===== config.mk =====
export PLATFORM = sky130hd
export DESIGN_NAME = mux128_rr_arbiter_flat
export DESIGN_NICKNAME = d
export VERILOG_FILES = /design/src/rtl/mux128_rr_arbiter_pkg.sv /design/src/rtl/mux128_rr_arbiter_if.sv /design/src/rtl/mux128_rr_arbiter_rr_pick.sv /design/src/rtl/mux128_rr_arbiter.sv /design/src/flat_wrapper.sv
export SDC_FILE = /design/constraint.sdc
export NUM_CORES = 1
export LEC_CHECK = 0
export ABC_AREA = 1
export BUFFER_PORTS_ARGS = -buffer_cell sky130_fd_sc_hd__buf_2
export CAP_MARGIN = 20
export CELL_PAD_IN_SITES_DETAIL_PLACEMENT = 1
export CELL_PAD_IN_SITES_GLOBAL_PLACEMENT = 2
export CORE_ASPECT_RATIO = 0.6
export CORE_MARGIN = 2
export CORE_UTILIZATION = 27
export DETAILED_ROUTE_END_ITERATION = 16
export PLACE_DENSITY = 0.8
export SYNTH_ARGS = -nofsm -noshare
export SYNTH_HDL_FRONTEND = slang
export SYNTH_SLANG_ARGS = --single-unit

===== constraint.sdc =====
create_clock -name clk_i -period 4.8 [get_ports clk_i]
set_clock_uncertainty 0.1 [all_clocks]
set_input_delay 0.96 -clock clk_i [delete_from_list [all_inputs] [get_ports clk_i]]
set_output_delay 0.96 -clock clk_i [all_outputs]
set_load 0.005 [all_outputs]

===== src/rtl/mux128_rr_arbiter_pkg.sv =====
// Shared constants and helpers for the round-robin arbiter in front of the 128-entry read mux.
package mux_arb_pkg;

   localparam int ADDR_W = 7;
   localparam int DEPTH  = 2 ** ADDR_W;

   // Large enough to hold a requester id for up to 8 requesters
   typedef logic [2:0] req_id_t;

   function automatic logic [7:0] onehot(input req_id_t id);
      return 8'b1 << id;
   endfunction

endpackage


===== src/rtl/mux128_rr_arbiter_if.sv =====
// Requester/mux-facing bundle of the arbiter; master is the parent side, slave is the arbiter.
interface mux128_rr_arbiter_if #(
   parameter int n       = 4,
   parameter int R       = 4,
   parameter int address = 7
);
   logic [R-1:0]              req_i;
   logic [R-1:0][address-1:0] addr_i;
   logic [R-1:0]              gnt_o;
   logic [address-1:0]        sel_o;
   logic [n-1:0]              mux_data_i;
   logic [R-1:0]              rsp_valid_o;
   logic [n-1:0]              rsp_data_o;
   logic                      busy_o;

   modport master (
      output req_i, addr_i, mux_data_i,
      input  gnt_o, sel_o, rsp_valid_o, rsp_data_o, busy_o
   );

   modport slave (
      input  req_i, addr_i, mux_data_i,
      output gnt_o, sel_o, rsp_valid_o, rsp_data_o, busy_o
   );
endinterface


===== src/rtl/mux128_rr_arbiter_rr_pick.sv =====
// Combinational rotate-priority picker: first requester at or after ptr, wrapping at R.
module rr_pick #(
   parameter int R    = 4,
   parameter int ID_W = $clog2(R)
) (
   input  logic [R-1:0]    req,
   input  logic [ID_W-1:0] ptr,
   output logic            any,
   output logic [ID_W-1:0] winner
);
   logic [ID_W-1:0] idx [R];
   logic [R-1:0]    req_rot;

   // Explicit wrap so non-power-of-two R never indexes past the last requester
   for (genvar gi = 0; gi < R; gi++) begin : gen_rot
      logic [ID_W:0] sum;
      assign sum         = {1'b0, ptr} + (ID_W+1)'(gi);
      assign idx[gi]     = (sum >= (ID_W+1)'(R)) ? ID_W'(sum - (ID_W+1)'(R)) : ID_W'(sum);
      assign req_rot[gi] = req[idx[gi]];
   end

   always_comb begin
      any    = 1'b0;
      winner = '0;
      for (int i = R - 1; i >= 0; i--) begin
         if (req_rot[i]) begin
            any    = 1'b1;
            winner = idx[i];
         end
      end
   end
endmodule


===== src/rtl/mux128_rr_arbiter.sv =====
// Two-stage arbiter: stage A grants and drives the mux select, stage B captures the mux output.
module mux128_rr_arbiter
   import mux_arb_pkg::*;
#(
   parameter int n       = 4,
   parameter int R       = 4,
   parameter int address = ADDR_W
) (
   input  logic                clk_i,
   input  logic                rst_i,
   mux128_rr_arbiter_if.slave  bus
);
   localparam int ID_W = $clog2(R);

   logic [ID_W-1:0]    ptr_reg;
   logic               a_valid_reg;
   logic [ID_W-1:0]    a_id_reg;
   logic [R-1:0]       gnt_reg;
   logic [address-1:0] sel_reg;
   logic [R-1:0]       rsp_valid_reg;
   logic [n-1:0]       rsp_data_reg;

   logic            win_any;
   logic [ID_W-1:0] win_id;

   rr_pick #(.R(R), .ID_W(ID_W)) u_pick (
      .req    (bus.req_i),
      .ptr    (ptr_reg),
      .any    (win_any),
      .winner (win_id)
   );

   always_ff @(posedge clk_i or posedge rst_i) begin
      if (rst_i) begin
         ptr_reg       <= '0;
         a_valid_reg   <= 1'b0;
         a_id_reg      <= '0;
         gnt_reg       <= '0;
         sel_reg       <= '0;
         rsp_valid_reg <= '0;
         rsp_data_reg  <= '0;
      end else begin
         // Only the winner's address is sampled, so X on idle slots cannot reach sel
         if (win_any) begin
            gnt_reg     <= R'(onehot(req_id_t'(win_id)));
            sel_reg     <= bus.addr_i[win_id];
            a_valid_reg <= 1'b1;
            a_id_reg    <= win_id;
            ptr_reg     <= (win_id == ID_W'(R - 1)) ? '0 : win_id + 1'b1;
         end else begin
            gnt_reg     <= '0;
            a_valid_reg <= 1'b0;
         end

         if (a_valid_reg) begin
            rsp_data_reg  <= bus.mux_data_i;
            rsp_valid_reg <= R'(onehot(req_id_t'(a_id_reg)));
         end else begin
            rsp_valid_reg <= '0;
         end
      end
   end

   assign bus.gnt_o       = gnt_reg;
   assign bus.sel_o       = sel_reg;
   assign bus.rsp_valid_o = rsp_valid_reg;
   assign bus.rsp_data_o  = rsp_data_reg;
   assign bus.busy_o      = a_valid_reg | (|rsp_valid_reg);
endmodule

===== src/flat_wrapper.sv =====
// flat-port wrapper written by rule: the top's interface ports become plain ports
module mux128_rr_arbiter_flat import mux_arb_pkg::*;
#(
   parameter int n       = 4,
   parameter int R       = 4,
   parameter int address = ADDR_W
)
  (clk_i, rst_i, bus_req_i, bus_addr_i, bus_mux_data_i, bus_gnt_o, bus_sel_o, bus_rsp_valid_o, bus_rsp_data_o, bus_busy_o);
  mux128_rr_arbiter_if #(.n(n), .R(R), .address(address)) bus_i ();
  input  logic clk_i;
  input  logic rst_i;
  input wire logic [$bits(bus_i.req_i)-1:0] bus_req_i;
  input wire logic [$bits(bus_i.addr_i)-1:0] bus_addr_i;
  input wire logic [$bits(bus_i.mux_data_i)-1:0] bus_mux_data_i;
  output wire logic [$bits(bus_i.gnt_o)-1:0] bus_gnt_o;
  output wire logic [$bits(bus_i.sel_o)-1:0] bus_sel_o;
  output wire logic [$bits(bus_i.rsp_valid_o)-1:0] bus_rsp_valid_o;
  output wire logic [$bits(bus_i.rsp_data_o)-1:0] bus_rsp_data_o;
  output wire logic [$bits(bus_i.busy_o)-1:0] bus_busy_o;
  assign bus_i.req_i = bus_req_i;
  assign bus_i.addr_i = bus_addr_i;
  assign bus_i.mux_data_i = bus_mux_data_i;
  assign bus_gnt_o = bus_i.gnt_o;
  assign bus_sel_o = bus_i.sel_o;
  assign bus_rsp_valid_o = bus_i.rsp_valid_o;
  assign bus_rsp_data_o = bus_i.rsp_data_o;
  assign bus_busy_o = bus_i.busy_o;
  mux128_rr_arbiter #(.n(n), .R(R), .address(address)) u_core (.clk_i(clk_i), .rst_i(rst_i), .bus(bus_i));
endmodule

==> flow_summary.json <==
{
  "status": "finished, final reports clean",
  "wire_per_inst_microns": 11.4,
  "end_kind": "flop",
  "syn_area_sq_um": 1520,
  "grt_usage": 0.133,
  "cts-root-buf": "clkbuf_8",
  "synth_area_leaders": "dfrtp_1 39%, nand2_1 18%, nand3_1 11%, inv_1 9.4%, nand2_2 5.3%",
  "cts_buffers": 3,
  "ir_drop_uv": 167,
  "start_kind": "primary input",
  "clk_pin_slew_worst_paths_ps": 80,
  "rsz0062_at_grt": "no",
  "place_congestion": 0.775,
  "yosysMostFrequentCell": "nand2_1",
  "grt_pass1_vias": 1509,
  "relSlewSlack": 0.419,
  "ys_ff_latch": 24,
  "rows": 21,
  "post_cts_buffers": 0,
  "cts_tree": "done",
  "worstPathArrival_ps": 2480,
  "hold_ws_ps": 372,
  "syn_area_per_cell_sq_um": 6.98,
  "post-route-min-period_ps": 2450,
  "period_share": 0.510,
  "initial_utilization": 0.276,
  "io_buffers": 57,
  "seq_area_frac_synth": 0.395,
  "synthCells": 218,
  "synth_commonest_cells": "74 x nand2_1, 38 x inv_1, 33 x nand3_1, 24 x dfrtp_1, 13 x nand2_2",
  "finalNetCount": 313,
  "antenna_found_initial": 0,
  "synth_top_area_share": 0.395,
  "core_area_sq_um": 5520,
  "critical_path_class": "in -> reg",
  "drive_gt1_frac": 0.315,
  "leakage_uw": 0.00116,
  "holdBufCountCts": 0,
  "pin_count": 58,
  "fmax_ghz": 0.408,
  "grt_max_degree": 25,
  "ys_async_sr_fraction": 1.00,
  "seq_power_share": 0.263,
  "numClockSinks": 24,
  "dieArea_sq_um": 6270,
  "tightest_slew_ps": 871,
  "post-route-drc-count": 0,
  "p_comb_frac": 0.643,
  "powerDensity_nw_per_um2": 749,
  "die-height_microns": 62.1,
  "dpl.hpwl_microns": 3180,
  "num_antenna_cells": 0,
  "dr_total_vias": 1455,
  "cts_resized": 0,
  "synth_edf_count": 0,
  "area_delta_synth_final_pct": 24.4,
  "cap_viol_max_count": 0,
  "slew_violations": 0,
  "finalWirelength_microns": 3890,
  "insertion_delay_ps": 260,
  "critPathMaxFanout": 10,
  "largest_reg_flops": 7,
  "swShare": 0.504,
  "grt_pass1_wl_microns": 6800,
  "yosysWarnings": 0,
  "antenna_left": 0,
  "avgViaCountPerCell": 4.25,
  "worstPathRequired_ps": 4830,
  "first_pass_iters": 4,
  "tns_ps": 0,
  "synthesis.nets": 257,
  "die_x_microns": 101,
  "finalSetupViolCount": 0,
  "drt_iter0_markers": 23,
  "yosys.area.top_type": "dfrtp_1",
  "clock_path_buffers": 2,
  "ys.flop_type": "dfrtp_1",
  "synth_cell_types": 24,
  "p_int_uw": 703,
  "cts_max_level": 1,
  "p_clk_frac": 0.094,
  "hold_class": "reg -> reg",
  "p_sw_uw": 715,
  "hold_viol": 0,
  "globalRoute.totalOverflow": 0
}
## routing by layer
layer	track usage	vias up	wire length (microns)
li1	-	764	-
met1	0.192	653	2000
met4	0.0253	0	0
met5	0	-	0
met2	0.202	38	1690
met3	0.0338	0	204
## cell type report
class                   instances  area (sq um)
well taps                      69          86.3
flip-flops and latches         24           601
repair buffers                 57           285
fillers                       740          3620
inverters                      43           164
clock buffers                   4          55.1
multi-input cells             145           702
## path summary, 6_finish.rpt
check                                          startpoint                                    to  slack (ps)  cells after the start
max reg2reg                 u_core.ptr_reg[0]$_DFFE_PP0P_         u_core.ptr_reg[1]$_DFFE_PP0P_        2450                     12
max                                          bus_req_i[3]         u_core.ptr_reg[1]$_DFFE_PP0P_        2350                     11
min reg2reg                u_core.a_id_reg[0]$_DFFE_PP0P_   u_core.bus.rsp_valid_o[0]$_DFF_PP0_         370                      1
min                        u_core.a_id_reg[0]$_DFFE_PP0P_   u_core.bus.rsp_valid_o[0]$_DFF_PP0_         370                      1
min in group asynchronous                           rst_i   u_core.bus.rsp_valid_o[2]$_DFF_PP0_         760                      2
max in group asynchronous                           rst_i  u_core.bus.rsp_data_o[0]$_DFFE_PP0P_        3300                      2
## power by group through the flow
stage	clock [uW]	sequential [uW]	combinational, uW
detailed placement	0	380	943
floorplan	0	361	744
global placement	0	378	928
global route	150	388	1060
finish	133	373	911
CTS	139	376	947
## cells in the final DEF, fill, tap and decap left out
cell and count:
nand2_1 74, buf_2 57, inv_1 38, nand3_1 33, dfrtp_1 24, nand2_2 13, nor3_1 5, nor2_1 4
clkbuf_8 4, inv_2 3, nand2_4 3, nor2_2 3, and2_1 2, a21oi_1 2, inv_4 1, nor2_4 1
nand2_8 1, o21bai_1 1, clkinv_1 1, nor4_1 1, o21ai_0 1, ha_1 1
## critical path, stage by stage
cell and delay [ps]:
buf_2 100, inv_1 40, nand2_1 50, and2_1 210, nand2_2 80, nand3_1 80
nand2_1 300, inv_2 190, ha_1 310, nand2_1 60, o21ai_0 90
## stage by stage
| step | setup WS [ps] | cells | cell area (sq um) | utilization | total power, uW |
|---|---|---|---|---|---|
| CTS | 2310 | 342 | 1890 | 0.343 | 1460 |
| global route | 2140 | 342 | 1890 | 0.343 | 1600 |
| global placement | 2050 | 338 | 1840 | 0.333 | 1310 |
| detailed placement | 2030 | 338 | 1840 | 0.333 | 1320 |
| floorplan | 2430 | 218 | 1520 | - | 1100 |
| finish | 2350 | 342 | 1890 | 0.343 | 1420 |
## kinds of logic after synthesis
logic type               count (synthesis)  share of synthesized area
AND/OR/NAND/NOR                        140                      0.438
buffers and inverters                   49                      0.144
flip-flops                              24                      0.395
AO/OA/AOI/OAI                            4                     0.0148
adder cells (fa/ha/maj)                  1                    0.00822
Power figures use the tool's default switching activity.
